==> config.mk <==
export PLATFORM = sky130hd
export DESIGN_NAME = score_text_renderer_flat
export DESIGN_NICKNAME = d
export VERILOG_FILES = /design/src/rtl/score_text_renderer_pkg.sv /design/src/rtl/score_text_renderer_if.sv /design/src/rtl/score_text_renderer_bcd_digit_add.sv /design/src/rtl/score_text_renderer.sv /design/src/flat_wrapper.sv
export SDC_FILE = /design/constraint.sdc
export NUM_CORES = 1
export LEC_CHECK = 0
export ABC_CLOCK_PERIOD_IN_PS = 5300
export CAP_MARGIN = 25
export CORE_MARGIN = 8
export CORE_UTILIZATION = 45
export CTS_CLUSTER_DIAMETER = 30
export DETAILED_ROUTE_END_ITERATION = 10
export HOLD_SLACK_MARGIN = 0.02
export PLACE_DENSITY_LB_ADDON = 0.12
export SLEW_MARGIN = 25
export SYNTH_ARGS = -nofsm -noshare
export SYNTH_HDL_FRONTEND = slang
export SYNTH_HIERARCHICAL = 1
export SYNTH_SLANG_ARGS = --single-unit
==> constraint.sdc <==
create_clock -name Clk -period 5.3 [get_ports Clk]
set_clock_uncertainty 0.15 [all_clocks]
set_input_delay 0.53 -clock Clk [delete_from_list [all_inputs] [get_ports Clk]]
set_output_delay 0.53 -clock Clk [all_outputs]
set_load 0.02 [all_outputs]
==> src/rtl/score_text_renderer_pkg.sv <==
// Shared constants and types for the score text renderer: glyph indices,
// glyph geometry and the award FSM state type.
package score_pkg;

   localparam int GLYPH_ROWS  = 16;
   localparam int GLYPH_W     = 8;
   localparam int SCORE_CHARS = 11;

   localparam logic [4:0] GLYPH_S      = 5'd0;
   localparam logic [4:0] GLYPH_C      = 5'd1;
   localparam logic [4:0] GLYPH_O      = 5'd2;
   localparam logic [4:0] GLYPH_R      = 5'd3;
   localparam logic [4:0] GLYPH_E      = 5'd4;
   localparam logic [4:0] GLYPH_COLON  = 5'd5;
   localparam logic [4:0] GLYPH_SPACE  = 5'd6;
   localparam logic [4:0] GLYPH_DIGIT0 = 5'd7;

   typedef enum logic [1:0] {
      ST_IDLE   = 2'd0,
      ST_ADD    = 2'd1,
      ST_COMMIT = 2'd2
   } score_add_state_t;

   function automatic logic [3:0] clamp_digit(input logic [3:0] d);
      return (d > 4'd9) ? 4'd9 : d;
   endfunction

endpackage

==> src/rtl/score_text_renderer_if.sv <==
// Award request channel. An award transfers on a clock edge where
// pts_valid && pts_ready; pts_bcd must be stable while pts_valid is high.
interface score_text_renderer_if;
   logic        pts_valid;
   logic [15:0] pts_bcd;
   logic        pts_ready;

   modport master (output pts_valid, output pts_bcd, input pts_ready);
   modport slave  (input pts_valid, input pts_bcd, output pts_ready);
endinterface

==> src/rtl/score_text_renderer_bcd_digit_add.sv <==
// Single BCD digit adder with carry in/out; operands are valid BCD digits.
module bcd_digit_add (
   input  logic [3:0] a_i,
   input  logic [3:0] b_i,
   input  logic       carry_i,
   output logic [3:0] sum_o,
   output logic       carry_o
);
   logic [4:0] raw;

   always_comb begin
      raw = {1'b0, a_i} + {1'b0, b_i} + {4'b0, carry_i};
      if (raw > 5'd9) begin
         sum_o   = 4'(raw - 5'd10);
         carry_o = 1'b1;
      end else begin
         sum_o   = raw[3:0];
         carry_o = 1'b0;
      end
   end
endmodule

==> src/rtl/score_text_renderer.sv <==
// BCD score keeper with a serial award adder and a "SCORE: dddd" text renderer.
// Optional `SCORE_LEADING_BLANK_EN blanks leading zero digits in the display.
module score_text_renderer
   import score_pkg::*;
#(
   parameter int SCORE_X = 16,
   parameter int SCORE_Y = 0
) (
   input  logic                  Clk,
   input  logic                  Reset,
   input  logic                  clear,
   score_text_renderer_if.slave  award,
   output logic [15:0]           score_bcd,
   input  logic [9:0]            DrawX,
   input  logic [9:0]            DrawY,
   output logic [9:0]            rom_addr,
   input  logic [7:0]            rom_data,
   output logic                  score_px,
   output score_add_state_t      dbg_state_o
);

   score_add_state_t state_q, state_d;
   logic [1:0]  cnt_q, cnt_d;
   logic        carry_q, carry_d;
   logic [15:0] pts_q, pts_d;
   logic [15:0] work_q, work_d;
   logic [15:0] score_q, score_d;
   logic [15:0] snap_q;

   logic [3:0]  add_sum;
   logic        add_cout;

   // One adder serves all four digits; the digit counter picks the lane.
   bcd_digit_add u_add (
      .a_i     (work_q[{cnt_q, 2'b00} +: 4]),
      .b_i     (pts_q[{cnt_q, 2'b00} +: 4]),
      .carry_i (carry_q),
      .sum_o   (add_sum),
      .carry_o (add_cout)
   );

   always_comb begin
      state_d         = state_q;
      cnt_d           = cnt_q;
      carry_d         = carry_q;
      pts_d           = pts_q;
      work_d          = work_q;
      score_d         = score_q;
      award.pts_ready = 1'b0;
      case (state_q)
         ST_IDLE: begin
            award.pts_ready = !clear;
            if (clear) begin
               score_d = '0;
            end else if (award.pts_valid) begin
               pts_d   = {clamp_digit(award.pts_bcd[15:12]), clamp_digit(award.pts_bcd[11:8]),
                          clamp_digit(award.pts_bcd[7:4]),   clamp_digit(award.pts_bcd[3:0])};
               work_d  = score_q;
               carry_d = 1'b0;
               cnt_d   = 2'd0;
               state_d = ST_ADD;
            end
         end
         ST_ADD: begin
            if (clear) begin
               score_d = '0;
               state_d = ST_IDLE;
            end else begin
               work_d[{cnt_q, 2'b00} +: 4] = add_sum;
               carry_d = add_cout;
               cnt_d   = cnt_q + 2'd1;
               if (cnt_q == 2'd3) state_d = ST_COMMIT;
            end
         end
         ST_COMMIT: begin
            score_d = clear ? 16'h0000 : (carry_q ? 16'h9999 : work_q);
            state_d = ST_IDLE;
         end
         default: state_d = ST_IDLE;
      endcase
   end

   always_ff @(posedge Clk) begin
      if (Reset) begin
         state_q <= ST_IDLE;
         cnt_q   <= '0;
         carry_q <= 1'b0;
         pts_q   <= '0;
         work_q  <= '0;
         score_q <= '0;
      end else begin
         state_q <= state_d;
         cnt_q   <= cnt_d;
         carry_q <= carry_d;
         pts_q   <= pts_d;
         work_q  <= work_d;
         score_q <= score_d;
      end
   end

   assign score_bcd   = score_q;
   assign dbg_state_o = state_q;

   logic [10:0] dx, dy;
   logic        inbox_d, inbox_q;
   logic [3:0]  slot;
   logic [3:0]  digit;
   logic [4:0]  glyph;
   logic [9:0]  addr_d, addr_q;
   logic [2:0]  xlo_q;
   logic        px_q;

   always_comb begin
      dx      = {1'b0, DrawX} - 11'(SCORE_X);
      dy      = {1'b0, DrawY} - 11'(SCORE_Y);
      inbox_d = ({1'b0, DrawX} >= 11'(SCORE_X)) && (dx < 11'(SCORE_CHARS * GLYPH_W)) &&
                ({1'b0, DrawY} >= 11'(SCORE_Y)) && (dy < 11'(GLYPH_ROWS));
      slot    = dx[6:3];
      case (slot)
         4'd7:    digit = snap_q[15:12];
         4'd8:    digit = snap_q[11:8];
         4'd9:    digit = snap_q[7:4];
         default: digit = snap_q[3:0];
      endcase
      case (slot)
         4'd0:    glyph = GLYPH_S;
         4'd1:    glyph = GLYPH_C;
         4'd2:    glyph = GLYPH_O;
         4'd3:    glyph = GLYPH_R;
         4'd4:    glyph = GLYPH_E;
         4'd5:    glyph = GLYPH_COLON;
         4'd6:    glyph = GLYPH_SPACE;
         default: glyph = GLYPH_DIGIT0 + {1'b0, digit};
      endcase
`ifdef SCORE_LEADING_BLANK_EN
      // A digit is leading only if it and every more significant digit are zero.
      if ((slot == 4'd7 && snap_q[15:12] == 4'd0) ||
          (slot == 4'd8 && snap_q[15:8]  == 8'd0) ||
          (slot == 4'd9 && snap_q[15:4]  == 12'd0))
         glyph = GLYPH_SPACE;
`endif
      addr_d = inbox_d ? {glyph, dy[3:0], 1'b0} >> 1 : 10'd0;
   end

   // Snapshot only at the frame origin so a frame never mixes two scores.
   always_ff @(posedge Clk) begin
      if (Reset) begin
         snap_q  <= '0;
         addr_q  <= '0;
         inbox_q <= 1'b0;
         xlo_q   <= '0;
         px_q    <= 1'b0;
      end else begin
         if (DrawX == 10'd0 && DrawY == 10'd0) snap_q <= score_q;
         addr_q  <= addr_d;
         inbox_q <= inbox_d;
         xlo_q   <= DrawX[2:0];
         px_q    <= inbox_q && rom_data[3'd7 - xlo_q];
      end
   end

   assign rom_addr = addr_q;
   assign score_px = px_q;

endmodule
==> src/flat_wrapper.sv <==
// flat-port wrapper written by rule: the top's interface ports become plain ports
module score_text_renderer_flat import score_pkg::*;
#(
   parameter int SCORE_X = 16,
   parameter int SCORE_Y = 0
)
  (Clk, Reset, clear, score_bcd, DrawX, DrawY, rom_addr, rom_data, score_px, dbg_state_o, award_pts_valid, award_pts_bcd, award_pts_ready);
  score_text_renderer_if award_i ();
  input  logic Clk;
  input  logic Reset;
  input  logic clear;
  output logic [15:0] score_bcd;
  input  logic [9:0] DrawX;
  input  logic [9:0] DrawY;
  output logic [9:0] rom_addr;
  input  logic [7:0] rom_data;
  output logic score_px;
  output score_add_state_t dbg_state_o;
  input wire logic [$bits(award_i.pts_valid)-1:0] award_pts_valid;
  input wire logic [$bits(award_i.pts_bcd)-1:0] award_pts_bcd;
  output wire logic [$bits(award_i.pts_ready)-1:0] award_pts_ready;
  assign award_i.pts_valid = award_pts_valid;
  assign award_i.pts_bcd = award_pts_bcd;
  assign award_pts_ready = award_i.pts_ready;
  score_text_renderer #(.SCORE_X(SCORE_X), .SCORE_Y(SCORE_Y)) u_core (.Clk(Clk), .Reset(Reset), .clear(clear), .award(award_i), .score_bcd(score_bcd), .DrawX(DrawX), .DrawY(DrawY), .rom_addr(rom_addr), .rom_data(rom_data), .score_px(score_px), .dbg_state_o(dbg_state_o));
endmodule
==> metrics.csv <==
metric;value;unit
status;finished clean;
Die Area;12100;um2
yosys warns;6;
worst path bufs/invs;0;
crit-path max FO;13;
Syn Inst Count;429;
setup ws final;0.904;ns
Vias/cell;5.69;
GRT overflow;0;
Static Leakage;0.00169;uW
Multi-input gate area;2170;um2
layout cells sized above 1;0.0918;
Clk Latency, worst-skew pair;0.36;ns
Die Y-Extent;110;um
synth unique cells;53;
ys async rst share;0;
post-route insts no fill;609;
DR DRC count;0;
Synth Area in Adders;0.0415;
Fillers;773;
DRT iter0 DRCs;201;
die width;110;um
Final #Nets;556;
Post-Syn Nets;489;
WP depth;10;
peak supply drop;0.170;mV
Top cell by count, worst path;fa_1;
area grow syn2layout;25.6;%
Register Area;1660;um2
Placer Congestion;0.939;
Post-synth EDFFs;0;
Place WS;0.984;ns
# resized after CTS;0;
worst r2r src;u_core/cnt_q[0];
largest family of logic cells by synthesized area;simple AND/OR/NAND/NOR gates;
Clock Sinks;83;
Critical Path Source Type;flip-flop;
period utilization;0.829;
Worst EP arrival;4.51;ns
Area contributors post-synth;dfxtp_1 (42%), mux4_2 (5.7%), nor2_1 (5.7%), mux2i_1 (5.5%), a21oi_1 (3.6%);
Req. time, crit path;5.42;ns
DR pass1 iterations;5;
Post-CTS Hold Fix Bufs;0;
gr usage total;0.182;
clock buffer depth;2;
DR vias;3468;
H-tree levels;3;
mean area per synthesized cell;9.28;um2
Synth Area in Compound Gates;0.177;
IO Pins;78;
setup bufs post-CTS;0;
most frequent cell after synthesis;dfxtp_1;
Synth Flop Type;dfxtp_1;
Ant. Diodes;0;
share of the synthesized area in the top cell type;0.417;
synthesized flop and latch total;83;
fin crit period;4.40;ns
CTS clock-pin slew for the worst setup and hold paths;0.09;ns
Post-Syn Area;3980;um2
Core Footprint;8640;um2
post-synthesis mux area share;0.115;
Critical Path Sink;u_core/work_q[14];
dominant cell type by area after synthesis;dfxtp_1;
post-synthesis simple-gate area fraction;0.198;
Setup TNS;0;ns
worst-margin pin slew;0.975;ns
largest net degree at the start of global routing;74;
xor-xnor portion of the synthesized cell area;0.0129;
DPL Wire Length;7970;um
Max Slew Vio Count;0;
Placed Cells;593;
FP Rows;34;
CP peak stage delay;0.76;ns
Setup crit end kind;flip-flop;
crit-path leading delay family;adder cells;
initial antenna violation count;0;
RSZ-0062 raised after global routing;no;
number of routed nets with antenna violations;0;
worst hold-check path type;reg -> reg;
worst reg2reg path endpoint;u_core/work_q[14];
CTS buffer count;9;
Max Clock Freq;0.227;GHz
r2r setup slk;0.90;ns
Initial Util;0.461;
routed len/inst;17.8;um
CP max stage cell;dfxtp_1;
global-route wire length before repair;17200;um
PD cells;257;nW/um2
vias in the first global route;3345;
Worst slew margin;0.350;
Final setup viols;0;
CTS tree;built;
Critical Path, Cell by Cell;mux4_2 -> fa_1 -> fa_1 -> xnor2_1 -> ha_1 -> a31o_1 -> o31ai_4 -> mux2i_1 -> a32oi_1 -> a211oi_1;
Detailed Route WL;10900;um
start point of the critical path;u_core/cnt_q[0];
R2R cell count;10;
max cap viols;0;
commonest cells in the synthesized netlist;dfxtp_1 (83), nor2_1 (60), nand2_1 (36), a21oi_1 (29), mux2i_1 (22);
CTS root buffer;clkbuf_8;
Crit Path Category;reg -> reg;
sequential area share after synthesis;0.417;
number of port buffers;76;
worst hold slack;0.308;ns
final hold viol count;0;
## kinds of logic (layout without fill, tap and decap cells)
group,after synthesis,in the layout
fa+ha+maj,12,12
other cells,1,1
flops,83,83
compound gates,96,96
simple gates,164,164
xor+xnor,5,5
buf+inv,35,107
mux,33,33
## flip-flops by register name, summed over array words and instances, names as in the netlist
signal,count
u_core/score_px,1
u_core/rom_addr,9
u_core/dbg_state_o,2
u_core/carry_q,1
u_core/work_q,16
u_core/cnt_q,2
u_core/score_bcd,16
u_core/inbox_q,1
u_core/snap_q,16
u_core/pts_q,16
u_core/xlo_q,3
## worst min-delay path, stage by stage, from the launching register on
cell and delay [ns]:
dfxtp_1 0.32, nand2_1 0.05, a21oi_1 0.05
## placed cells by master (no fill, tap or decap), types with 4 or more instances in the layout
master and count:
buf_4 4, nor2_1 60, inv_1 11, nor3_1 18, nand2_1 36, o21a_1 4
and3_1 6, a32oi_1 8, clkdlybuf4s50_1 75, nand3b_1 8, o21ai_0 10, ha_1 10
nand3_1 5, mux2i_1 22, clkbuf_8 9, a311oi_1 4, a22oi_1 12, mux4_2 10
a211oi_1 13, nor2b_1 8, and2_1 6, a21oi_1 29, dfxtp_1 83
## routing by layer
layer / routed length, um / share of wire / vias to the layer above / track usage
met1: 4830 / 0.44 / 1639 / 0.243
met5: 0 / 0 / - / 0
met3: 739 / 0.068 / 25 / 0.0337
met4: 281 / 0.026 / 0 / 0.0906
met2: 5020 / 0.46 / 119 / 0.277
li1: - / - / 1685 / -
## cell type report
cell class,instances,share of cell area
multi-input combinational,311,0.435
clock inverter,7,0.0150
tap,108,0.0270
sequential,83,0.332
timing repair buffer,80,0.157
inverter,11,0.00826
clock buffer,9,0.0248
## worst min path at each step
stage | startpoint | end | slack, ns | depth (start not counted)
6_report | u_core/pts_q[14] | u_core/pts_q[14] | 0.31 | 2
3_5_place_dp | u_core/pts_q[9] | u_core/pts_q[9] | 0.30 | 2
5_1_grt | u_core/pts_q[13] | u_core/pts_q[13] | 0.32 | 2
4_1_cts | u_core/pts_q[13] | u_core/pts_q[13] | 0.31 | 2
2_1_floorplan | u_core/pts_q[10] | u_core/pts_q[10] | 0.28 | 2
3_3_place_gp | u_core/pts_q[13] | u_core/pts_q[13] | 0.29 | 2
## power breakdown
group / switching (uW) / total [uW] / internal, uW
logic: 87.3 / 164 / 76.4
registers: 14.5 / 653 / 639
clock network: 245 / 465 / 220
total: 347 / 1280 / 935
## per-stage QoR
step / utilization / area (um2) / power, uW
after global placement: 0.555 / 4790 / 825
final: 0.579 / 5000 / 1280
after floorplan: - / 3980 / 761
after CTS: 0.578 / 4990 / 1290
after global routing: 0.579 / 5000 / 1330
after detailed placement: 0.555 / 4790 / 829
Power figures use the tool's default switching activity.
